## config.mk

```make
export PLATFORM = sky130hd
export DESIGN_NAME = cmd_scheduler
export DESIGN_NICKNAME = d
export VERILOG_FILES = /design/src/rtl/cmd_sched_pkg.sv /design/src/rtl/cmd_fifo.sv /design/src/rtl/cmd_scheduler.sv
export SDC_FILE = /design/constraint.sdc
export NUM_CORES = 1
export LEC_CHECK = 0
export BUFFER_PORTS_ARGS = -buffer_cell sky130_fd_sc_hd__buf_4
export CAP_MARGIN = 15
export CELL_PAD_IN_SITES_DETAIL_PLACEMENT = 1
export CELL_PAD_IN_SITES_GLOBAL_PLACEMENT = 1
export CORE_MARGIN = 5
export CORE_UTILIZATION = 41
export DETAILED_ROUTE_END_ITERATION = 6
export PLACE_DENSITY_LB_ADDON = 0.2
export REMOVE_ABC_BUFFERS = 1
export SYNTH_ARGS = -nofsm -noshare
export SYNTH_HDL_FRONTEND = slang
export SYNTH_SLANG_ARGS = --single-unit
```

## constraint.sdc

```tcl
create_clock -name clk -period 5.94 [get_ports clk]
set_input_delay 0.297 -clock clk [delete_from_list [all_inputs] [get_ports clk]]
set_output_delay 0.297 -clock clk [all_outputs]
set_load 0.01 [all_outputs]
```

## src/rtl/cmd_sched_pkg.sv

```systemverilog
// Shared definitions for the command scheduler: command field layout,
// opcode values and the dispatch FSM state encoding.
package cmd_sched_pkg;

    localparam int CMD_W   = 64;
    localparam int OPC_LSB = 56;
    localparam int OPC_W   = 8;
    localparam int IDX_LSB = 48;
    localparam int IDX_W   = 8;

    localparam logic [OPC_W-1:0] OPC_HALT  = 8'h00;
    localparam logic [OPC_W-1:0] OPC_NTT   = 8'h01;
    localparam logic [OPC_W-1:0] OPC_DMA   = 8'h02;
    localparam logic [OPC_W-1:0] OPC_FENCE = 8'h03;

    typedef enum logic [2:0] {
        ST_IDLE       = 3'd0,
        ST_ISSUE      = 3'd1,
        ST_FENCE_WAIT = 3'd2,
        ST_HALT_WAIT  = 3'd3,
        ST_HALTED     = 3'd4
    } sched_state_e;

    // Extract the opcode byte from a full command word.
    function automatic logic [OPC_W-1:0] cmd_opcode(input logic [CMD_W-1:0] cmd);
        return cmd[OPC_LSB +: OPC_W];
    endfunction

endpackage

```

## src/rtl/cmd_fifo.sv

```systemverilog
// Synchronous command queue with registered occupancy. Pushes while full
// and pops while empty are ignored.
module cmd_fifo #(
    parameter int WIDTH = 64,
    parameter int DEPTH = 4
) (
    input  logic                   clk,
    input  logic                   rst,
    input  logic                   push_i,
    input  logic [WIDTH-1:0]       data_i,
    input  logic                   pop_i,
    output logic [WIDTH-1:0]       data_o,
    output logic                   full_o,
    output logic                   empty_o,
    output logic [$clog2(DEPTH):0] level_o
);
    localparam int AW = $clog2(DEPTH);
    localparam logic [AW-1:0] PTR_ONE  = AW'(1);
    localparam logic [AW:0]   LVL_ONE  = (AW+1)'(1);
    localparam logic [AW:0]   LVL_FULL = (AW+1)'(DEPTH);

    logic [WIDTH-1:0] mem_q [DEPTH];
    logic [AW-1:0]    wr_ptr_q;
    logic [AW-1:0]    rd_ptr_q;
    logic [AW:0]      level_q;
    logic             push_ok_s;
    logic             pop_ok_s;

    assign full_o    = (level_q == LVL_FULL);
    assign empty_o   = (level_q == '0);
    assign level_o   = level_q;
    assign data_o    = mem_q[rd_ptr_q];
    assign push_ok_s = push_i && !full_o;
    assign pop_ok_s  = pop_i && !empty_o;

    // Pointer and occupancy bookkeeping.
    always_ff @(posedge clk) begin
        if (rst) begin
            wr_ptr_q <= '0;
            rd_ptr_q <= '0;
            level_q  <= '0;
        end else begin
            if (push_ok_s) begin
                wr_ptr_q <= wr_ptr_q + PTR_ONE;
            end
            if (pop_ok_s) begin
                rd_ptr_q <= rd_ptr_q + PTR_ONE;
            end
            case ({push_ok_s, pop_ok_s})
                2'b10:   level_q <= level_q + LVL_ONE;
                2'b01:   level_q <= level_q - LVL_ONE;
                default: level_q <= level_q;
            endcase
        end
    end

    // Storage array; contents are don't-care until written.
    always_ff @(posedge clk) begin
        if (push_ok_s) begin
            mem_q[wr_ptr_q] <= data_i;
        end
    end

endmodule

```

## src/rtl/cmd_scheduler.sv

```systemverilog
// In-order command dispatcher feeding NTT cores and a DMA engine.
// Optional performance counters are built when CMD_SCHED_PERF_EN is defined.
module cmd_scheduler
    import cmd_sched_pkg::*;
#(
    parameter int NUM_CORES  = 2,
    parameter int FIFO_DEPTH = 4
) (
    input  logic                        clk,
    input  logic                        rst,
    input  logic                        cmd_valid,
    input  logic [CMD_W-1:0]            cmd_data,
    output logic                        cmd_ready,
    output logic [NUM_CORES-1:0]        core_start,
    input  logic [NUM_CORES-1:0]        core_ready,
    output logic                        dma_start,
    input  logic                        dma_ready,
    output logic                        halted,
    output logic                        err_illegal,
    output logic [$clog2(FIFO_DEPTH):0] fifo_level,
    output logic [31:0]                 perf_dispatched,
    output logic [31:0]                 perf_stall_cycles
);
    localparam int LVL_W = $clog2(FIFO_DEPTH) + 1;

    sched_state_e         state_q, state_d;
    logic [NUM_CORES-1:0] core_start_q, core_start_d;
    logic                 dma_start_q, dma_start_d;
    logic                 halt_seen_q, halted_q, err_q;

    logic                 fifo_push_s, fifo_pop_s, fifo_full_s, fifo_empty_s;
    logic [CMD_W-1:0]     head_s;
    logic [OPC_W-1:0]     head_opc_s;
    logic [IDX_W-1:0]     head_idx_s;
    logic [NUM_CORES-1:0] tgt_sel_s;
    logic                 idx_ok_s, core_go_s, dma_go_s, all_idle_s;
    logic                 stall_s, err_set_s, halt_set_s;
    logic                 unused_payload_s;

    assign cmd_ready   = !rst && !fifo_full_s && !halt_seen_q;
    assign fifo_push_s = cmd_valid && cmd_ready;

    cmd_fifo #(
        .WIDTH (CMD_W),
        .DEPTH (FIFO_DEPTH)
    ) u_fifo (
        .clk     (clk),
        .rst     (rst),
        .push_i  (fifo_push_s),
        .data_i  (cmd_data),
        .pop_i   (fifo_pop_s),
        .data_o  (head_s),
        .full_o  (fifo_full_s),
        .empty_o (fifo_empty_s),
        .level_o (fifo_level)
    );

    assign head_opc_s       = cmd_opcode(head_s);
    assign head_idx_s       = head_s[IDX_LSB +: IDX_W];
    assign unused_payload_s = ^head_s[IDX_LSB-1:0];

    // One-hot decode of the head's core index.
    always_comb begin
        tgt_sel_s = '0;
        for (int i = 0; i < NUM_CORES; i++) begin
            tgt_sel_s[i] = (head_idx_s == 8'(i));
        end
    end

    // A start pulse currently on the wire masks that engine's ready input.
    assign idx_ok_s   = (head_idx_s < 8'(NUM_CORES));
    assign core_go_s  = |(tgt_sel_s & core_ready & ~core_start_q);
    assign dma_go_s   = dma_ready && !dma_start_q;
    assign all_idle_s = (&core_ready) && dma_ready && (core_start_q == '0) && !dma_start_q;

    // Dispatch decision and next-state selection.
    always_comb begin
        state_d      = state_q;
        fifo_pop_s   = 1'b0;
        core_start_d = '0;
        dma_start_d  = 1'b0;
        stall_s      = 1'b0;
        err_set_s    = 1'b0;
        halt_set_s   = 1'b0;
        case (state_q)
            ST_IDLE, ST_ISSUE: begin
                if (!fifo_empty_s) begin
                    case (head_opc_s)
                        OPC_NTT: begin
                            if (!idx_ok_s) begin
                                fifo_pop_s = 1'b1;
                                err_set_s  = 1'b1;
                            end else if (core_go_s) begin
                                fifo_pop_s   = 1'b1;
                                core_start_d = tgt_sel_s;
                            end else begin
                                stall_s = 1'b1;
                            end
                        end
                        OPC_DMA: begin
                            if (dma_go_s) begin
                                fifo_pop_s  = 1'b1;
                                dma_start_d = 1'b1;
                            end else begin
                                stall_s = 1'b1;
                            end
                        end
                        OPC_FENCE: begin
                            fifo_pop_s = 1'b1;
                            state_d    = ST_FENCE_WAIT;
                        end
                        OPC_HALT: begin
                            fifo_pop_s = 1'b1;
                            state_d    = ST_HALT_WAIT;
                        end
                        default: begin
                            fifo_pop_s = 1'b1;
                            err_set_s  = 1'b1;
                        end
                    endcase
                end else begin
                    stall_s = 1'b0;
                end
                if (state_d == state_q) begin
                    state_d = (fifo_push_s ||
                               (fifo_level > {{(LVL_W-1){1'b0}}, fifo_pop_s})) ? ST_ISSUE : ST_IDLE;
                end else begin
                    state_d = state_d;
                end
            end
            ST_FENCE_WAIT: begin
                if (all_idle_s) begin
                    state_d = (!fifo_empty_s || fifo_push_s) ? ST_ISSUE : ST_IDLE;
                end else begin
                    state_d = ST_FENCE_WAIT;
                end
            end
            ST_HALT_WAIT: begin
                if (all_idle_s) begin
                    state_d    = ST_HALTED;
                    halt_set_s = 1'b1;
                end else begin
                    state_d = ST_HALT_WAIT;
                end
            end
            ST_HALTED: state_d = ST_HALTED;
            default:   state_d = ST_IDLE;
        endcase
    end

    // State, start pulses and sticky status flags.
    always_ff @(posedge clk) begin
        if (rst) begin
            state_q      <= ST_IDLE;
            core_start_q <= '0;
            dma_start_q  <= 1'b0;
            halt_seen_q  <= 1'b0;
            halted_q     <= 1'b0;
            err_q        <= 1'b0;
        end else begin
            state_q      <= state_d;
            core_start_q <= core_start_d;
            dma_start_q  <= dma_start_d;
            if (fifo_push_s && (cmd_opcode(cmd_data) == OPC_HALT)) begin
                halt_seen_q <= 1'b1;
            end
            if (halt_set_s) begin
                halted_q <= 1'b1;
            end
            if (err_set_s) begin
                err_q <= 1'b1;
            end
        end
    end

    assign core_start  = core_start_q;
    assign dma_start   = dma_start_q;
    assign halted      = halted_q;
    assign err_illegal = err_q;

`ifdef CMD_SCHED_PERF_EN
    logic [31:0] perf_disp_q, perf_stall_q;

    // Saturating dispatch and stall counters.
    always_ff @(posedge clk) begin
        if (rst) begin
            perf_disp_q  <= 32'h0;
            perf_stall_q <= 32'h0;
        end else begin
            if (((core_start_d != '0) || dma_start_d) && (perf_disp_q != 32'hFFFF_FFFF)) begin
                perf_disp_q <= perf_disp_q + 32'h1;
            end
            if (stall_s && (perf_stall_q != 32'hFFFF_FFFF)) begin
                perf_stall_q <= perf_stall_q + 32'h1;
            end
        end
    end

    assign perf_dispatched   = perf_disp_q;
    assign perf_stall_cycles = perf_stall_q;
`else
    logic unused_perf_s;
    assign unused_perf_s     = stall_s;
    assign perf_dispatched   = 32'h0;
    assign perf_stall_cycles = 32'h0;
`endif

endmodule

```

# Word-level counts from Yosys, hierarchy flattened
# Memory sizes are Yosys's and may differ from the RTL's. A register that Yosys moved wholly into a read port is not among the register bits.
# Cells that the tools add are included.
[totals] memories=1 out_inout_bits=73 ram_bits=256 ff_bits=16 in_bits=70 elab_cells=93
[op_classes] eq_ne=12 n_addsub=4 n_reduce_logical=30 muxes=27 bitwise_logic=8 n_lt_le_gt_ge=2
[mem_list] memory="u_fifo.mem_q" depth=4 word_bits=64 rd=1 rd_ports_with_merged_regs=1 wr=1 line_no="cmd_fifo.sv:22" rtl="logic [WIDTH-1:0] mem_q [DEPTH];"
[op_table] op="8-bit zero test" count=3
[op_table] op="8-bit by 1-bit == test with 1-bit output, second input constant" count=2
[op_table] op="8-bit by 2-bit == test with 1-bit output, second input constant" count=2
[op_table] op="1-bit 2-to-1 mux" count=15
[op_table] op="3-bit 2-to-1 mux" count=4
[op_table] op="3-bit one-hot mux with 2 select lines" count=2
[op_table] op="3-bit one-hot mux with 4 select lines" count=1
[op_table] op="1-bit logical AND" count=10
[op_table] op="8-bit by 2-bit less-than comparator with 1-bit output, second input constant" count=1
[op_table] op="3-bit by 2-bit == test with 1-bit output, second input constant" count=2
[op_table] op="3-bit == test, second input constant" count=2
[op_table] op="3-bit zero test" count=2
[op_table] op="2-bit 2-to-1 mux" count=3
[op_table] op="6-bit OR reduction" count=1
[op_table] op="1-bit zero test" count=5
[op_table] op="1-bit NOT" count=5
[op_table] op="2-bit by 1-bit adder with 2-bit output, second input constant" count=2
[op_table] op="2-bit AND" count=2
[op_table] op="1-bit one-hot mux with 2 select lines" count=2
[op_table] op="2-bit OR reduction" count=2
[op_table] op="4-bit OR reduction" count=1
[op_table] op="3-bit by 1-bit adder with 3-bit output, second input constant" count=1
[op_table] op="3-bit by 1-bit == test with 1-bit output, second input constant" count=1
[op_table] op="3-bit == test" count=1
[op_table] op="other kinds (10)" count=11

# Depth between registers and ports, before layout
[logic_depth] ltp_word=14 depth_mapped=13 depth_no_buf=11

# Hierarchy
# From an unflattened synthesis, not the netlist that was laid out.
[unflattened] hier_cells=524 area_unflattened_um2=10875.4
[by_module_without_submodules] module="cmd_fifo" area_per_inst_um2=9785.6 cells_each=388 seq_area_each_um2=7867.5 n_inst=1
[by_module_without_submodules] module="cmd_scheduler" area_per_inst_um2=1089.8 cells_each=136 seq_area_each_um2=180.2 n_inst=1

# Worst setup path before layout
# Ideal clock, no wire load.
[synth_path] path_kind="flip-flop to flip-flop" startpoint="reg (tool-made name)" endpoint="reg u_fifo.level_q[2] (netlist: u_fifo.level_o[2])" arrival_ns=2.699 path_buffers=1 path_stages_with_launch=12 path_slack_ns=3.171 setup_time_ns=0.071 period_less_slack_ns=2.769 required_ns=5.869 cell_sequence="dfxtp_1 buf_6 mux4_2 nor2b_1 a31oi_1 o21a_1 ha_1 inv_1 fa_1 xor2_1 or3_1 a21oi_1"
[synth_rtl] element="end signal: assignment" line_no="cmd_fifo.sv:50" rtl="2'b10: level_q <= level_q + LVL_ONE;"
[synth_rtl] element="end signal: assignment" line_no="cmd_fifo.sv:51" rtl="2'b01: level_q <= level_q - LVL_ONE;"
[synth_rtl] element="end signal: assignment" line_no="cmd_fifo.sv:52" rtl="default: level_q <= level_q;"
[synth_rtl] element="end: declaration" line_no="cmd_fifo.sv:25" rtl="logic [AW:0] level_q;"

==> flow_summary.html <==
<table>
<tr><th>Metric</th><th>Value</th></tr>
<tr><th colspan="2">CTS</th></tr>
<tr><td>Number of resized instances in the post-cts repair step</td><td>0</td></tr>
<tr><td>H-tree levels</td><td>3</td></tr>
<tr><td>Hold bufs inserted after CTS</td><td>0</td></tr>
<tr><td>Number of post-CTS setup repair buffers</td><td>0</td></tr>
<tr><td>CTS root buf</td><td>clkbuf_8</td></tr>
<tr><td>Clock buffers created by TritonCTS</td><td>9</td></tr>
<tr><td>Clk slew on worst S/H paths</td><td>0.09 ns</td></tr>
<tr><td>Clk sinks</td><td>82</td></tr>
<tr><td>Clock latency on the worst-skew pair</td><td>0.35 ns</td></tr>
<tr><td>Clock Tree Buf Depth</td><td>2</td></tr>
<tr><td>CTS tree</td><td>built</td></tr>
<tr><th colspan="2">Critical path</th></tr>
<tr><td>Largest fanout of any net on the critical path</td><td>17</td></tr>
<tr><td>Worst reg-to-reg setup slack</td><td>2.42 ns</td></tr>
<tr><td>Data required time of the critical path</td><td>6.22 ns</td></tr>
<tr><td>Arrival @ worst endpoint</td><td>3.79 ns</td></tr>
<tr><td>Crit Path Category</td><td>flop to flop</td></tr>
<tr><td>Crit end category</td><td>flop</td></tr>
<tr><td>Kind of launch point of the worst setup path</td><td>flop</td></tr>
<tr><th colspan="2">Timing</th></tr>
<tr><td>Slack of the critical path</td><td>2.42 ns</td></tr>
<tr><td>Max-slew headroom</td><td>53.6%</td></tr>
<tr><td>Portion of the clock cycle consumed by the worst path in the final layout</td><td>59.2%</td></tr>
<tr><td>Max Freq</td><td>284 MHz</td></tr>
<tr><td>Number of max-slew violations in the final report</td><td>0</td></tr>
<tr><td>Final setup vio count</td><td>0</td></tr>
<tr><td>Tightest Pin Transition</td><td>0.694 ns</td></tr>
<tr><td>Unrepaired setup endpoints after global routing</td><td>no</td></tr>
<tr><td>Maximum clock skew at final layout</td><td>0.00974 ns</td></tr>
<tr><td>Setup TNS</td><td>0 ns</td></tr>
<tr><td>Final critical-path required period</td><td>3.52 ns</td></tr>
<tr><td>Hold Violations, Final</td><td>0</td></tr>
<tr><th colspan="2">Route</th></tr>
<tr><td>Number of iterations in the first detailed-routing pass</td><td>4</td></tr>
<tr><td>Wire length reported by the detailed router</td><td>6830 microns</td></tr>
<tr><td>DRC violation total after the first TritonRoute iteration</td><td>71</td></tr>
<tr><td>Via Count</td><td>2102</td></tr>
<tr><td>DRC viols</td><td>0</td></tr>
<tr><td>Wire length per cell after detailed routing</td><td>15.3 microns</td></tr>
<tr><td>Remaining number of nets flagged by the antenna check after routing</td><td>0</td></tr>
<tr><td>Via/cell ratio</td><td>4.71</td></tr>
<tr><th colspan="2">Power</th></tr>
<tr><td>Part of the total power dissipated in sequential elements</td><td>49.6%</td></tr>
<tr><td>Share of power burned in the clock network</td><td>26.7%</td></tr>
<tr><td>Fraction of power spent switching nets</td><td>31.0%</td></tr>
<tr><td>Power Total</td><td>1470 uW</td></tr>
<tr><td>Static leakage</td><td>0.00147 uW</td></tr>
<tr><td>Share of total power in combinational logic</td><td>23.7%</td></tr>
<tr><td>Power dissipated by switching net loads</td><td>455 uW</td></tr>
<tr><td>Power density normalized to cell area</td><td>363 mW/mm^2</td></tr>
<tr><td>Largest voltage drop on the vdd net</td><td>0.122 mV</td></tr>
<tr><td>Internal</td><td>1010 uW</td></tr>
<tr><th colspan="2">Synthesis</th></tr>
<tr><td>Gate count after technology mapping</td><td>296</td></tr>
<tr><td>FFs w/ async S/R, synth</td><td>0%</td></tr>
<tr><td>Dominant cell type by area after synthesis</td><td>edfxtp_1</td></tr>
<tr><td>Syn avg cell area</td><td>12.7 sq um</td></tr>
<tr><td>Leading cell types by total area after synthesis</td><td>edfxtp_1 (51%), buf_4 (13%), dfxtp_1 (9.5%)</td></tr>
<tr><td>Proportion of netlist area held by the largest area contributor</td><td>50.9%</td></tr>
<tr><td>Netlist area before placement</td><td>0.00377 sq mm</td></tr>
<tr><td>Count of synthesis-stage warnings from yosys</td><td>0</td></tr>
<tr><td>Flops &amp; latches, synth</td><td>82</td></tr>
<tr><td>Number of synthesized flops with an enable pin</td><td>64</td></tr>
<tr><td>Synth cell types</td><td>50</td></tr>
<tr><td>Synth Flop Type</td><td>edfxtp_1</td></tr>
<tr><td>Fraction of the yosys area taken by sequential cells</td><td>60.5%</td></tr>
<tr><th colspan="2">Floorplanning</th></tr>
<tr><td>Overall die width</td><td>106 microns</td></tr>
<tr><td>Standard cell core area</td><td>0.00911 sq mm</td></tr>
<tr><td>Initial cell density of the core</td><td>41.4%</td></tr>
<tr><td>Die footprint</td><td>0.0112 sq mm</td></tr>
<tr><td>Die outline height</td><td>106 microns</td></tr>
<tr><td>Ports placed on the boundary</td><td>143</td></tr>
<tr><td>Rows</td><td>35</td></tr>
<tr><th colspan="2">Worst hold path</th></tr>
<tr><td>Classification of the worst-slack hold path</td><td>input pin to flop</td></tr>
<tr><th colspan="2">Placed design</th></tr>
<tr><td>Half-perimeter wire length after placement</td><td>4940 microns</td></tr>
<tr><td>Cell Count Post-Placement</td><td>430</td></tr>
<tr><td>Global placement routability congestion</td><td>0.735</td></tr>
<tr><td>Number of buffer cells added on primary ports</td><td>30</td></tr>
<tr><td>Pre-CTS setup slack</td><td>2.39 ns</td></tr>
<tr><th colspan="2">Finish</th></tr>
<tr><td>Area growth from synthesis to final layout</td><td>7.10%</td></tr>
<tr><td>Antenna diode instance count</td><td>0</td></tr>
<tr><td>Final net count</td><td>406</td></tr>
<tr><td>Fraction of final layout cells sized beyond drive strength 1</td><td>17.3%</td></tr>
<tr><td>Final std cells w/o fill</td><td>446</td></tr>
<tr><th colspan="2">Flow run</th></tr>
<tr><td>Max cap viols</td><td>0</td></tr>
<tr><th colspan="2">GRT</th></tr>
<tr><td>Pin count of the biggest net entering global routing</td><td>21</td></tr>
<tr><td>Total Routing Usage GR</td><td>12.5%</td></tr>
<tr><td>Number of global-route vias before repair</td><td>2160</td></tr>
<tr><td>Total global routing overflow</td><td>0</td></tr>
<tr><td>Initial antenna violation count</td><td>0</td></tr>
<tr><td>Wire length of the first global-routing pass</td><td>10800 microns</td></tr>
<tr><th colspan="2">Status</th></tr>
<tr><td>Outcome</td><td>finished clean</td></tr>
</table>
-- stage by stage --
stage                     util, %  cell area [sq um]  hold WS (ns)
final                        44.4               4040         0.147
after global routing         44.4               4040         0.131
after CTS                    44.4               4040         0.135
after detailed placement     42.2               3850         0.447
after global placement       42.2               3850         0.437
after floorplan                 -               3480         0.363
-- registers in the layout, indices dropped and copies added (netlist names), named ones only --
signal,flops
halted,1
u_fifo.mem_q,64
halt_seen_q,1
u_fifo.level_o,3
core_start,2
dma_start,1
err_illegal,1
u_fifo.rd_ptr_q,2
u_fifo.wr_ptr_q,2
state_q,3
-- per-layer routing --
layer / global-route usage (%) / wire [microns]
met5: 0 / 0
met4: 5.83 / 127
met3: 2.85 / 435
met2: 20.1 / 3170
met1: 16.1 / 3100
-- cell type report --
| type | count | area [sq um] |
|---|---|---|
| well taps | 111 | 139 |
| clock inverters | 6 | 67.6 |
| multi-input cells | 196 | 1160 |
| flip-flops and latches | 82 | 2280 |
| clock buffers | 10 | 128 |
| repair buffers | 30 | 225 |
| inverters | 11 | 43.8 |
| fillers | 981 | 5070 |
-- power groups by stage --
stage | Combinational [uW] | Sequential [uW] | Clock (uW)
finish | 347 | 728 | 392
global route | 389 | 741 | 431
CTS | 351 | 730 | 403
detailed placement | 350 | 744 | 0
global placement | 343 | 742 | 0
floorplan | 249 | 729 | 0
-- worst max-delay path, stage by stage (launching register included) --
cell and delay, ns:
dfxtp_1 0.77, mux4_2 0.65, nor2b_1 0.17, a31oi_1 0.37, o21a_1 0.24, ha_1 0.22
inv_1 0.07, fa_1 0.37, xor2_1 0.16, or3_1 0.31, a21oi_1 0.14
-- layout by cell type, fill, tap and decap left out, types with 4 or more instances in the layout --
master,count
nor2b_1,5
a21oi_1,9
nor4_1,10
nor3_1,9
or3_1,5
inv_1,9
clkbuf_8,9
edfxtp_1,64
ha_1,5
nand2_1,12
buf_4,30
dfxtp_1,18
and3_2,4
nor2_1,19
nand3_1,6
conb_1,64
-- synth_stat cells, types with 3 or more instances --
cell type	n
nand2b_1	3
or3_1	5
nor2_1	19
inv_1	9
edfxtp_1	64
o211ai_1	3
o21ai_1	3
nor4b_1	3
nand2_1	12
nor4_1	10
nor2b_1	5
nand3_1	6
buf_4	64
buf_6	3
dfxtp_1	18
nor3_1	9
ha_1	5
mux4_2	3
and3_2	4
a21oi_1	9
-- path summary, 6_finish.rpt --
path / start / endpoint / cells past startpoint
hold reg to reg: halted / halted / 2
setup reg to reg: flop / u_fifo.level_o[2] / 10
hold / removal: cmd_data[55] / u_fifo.mem_q[1][55] / 1
setup / recovery: flop / u_fifo.level_o[2] / 10
-- cell families after synthesis --
group | count (synthesis) | synth area share [%]
xor+xnor | 3 | 0.696
buf+inv | 81 | 15.2
simple gates | 82 | 11.7
fa+ha+maj | 6 | 2.19
compound gates | 35 | 7.03
mux | 6 | 2.65
flops | 82 | 60.5
other cells | 1 | 0.0994
(Power assumes the default switching activity.)
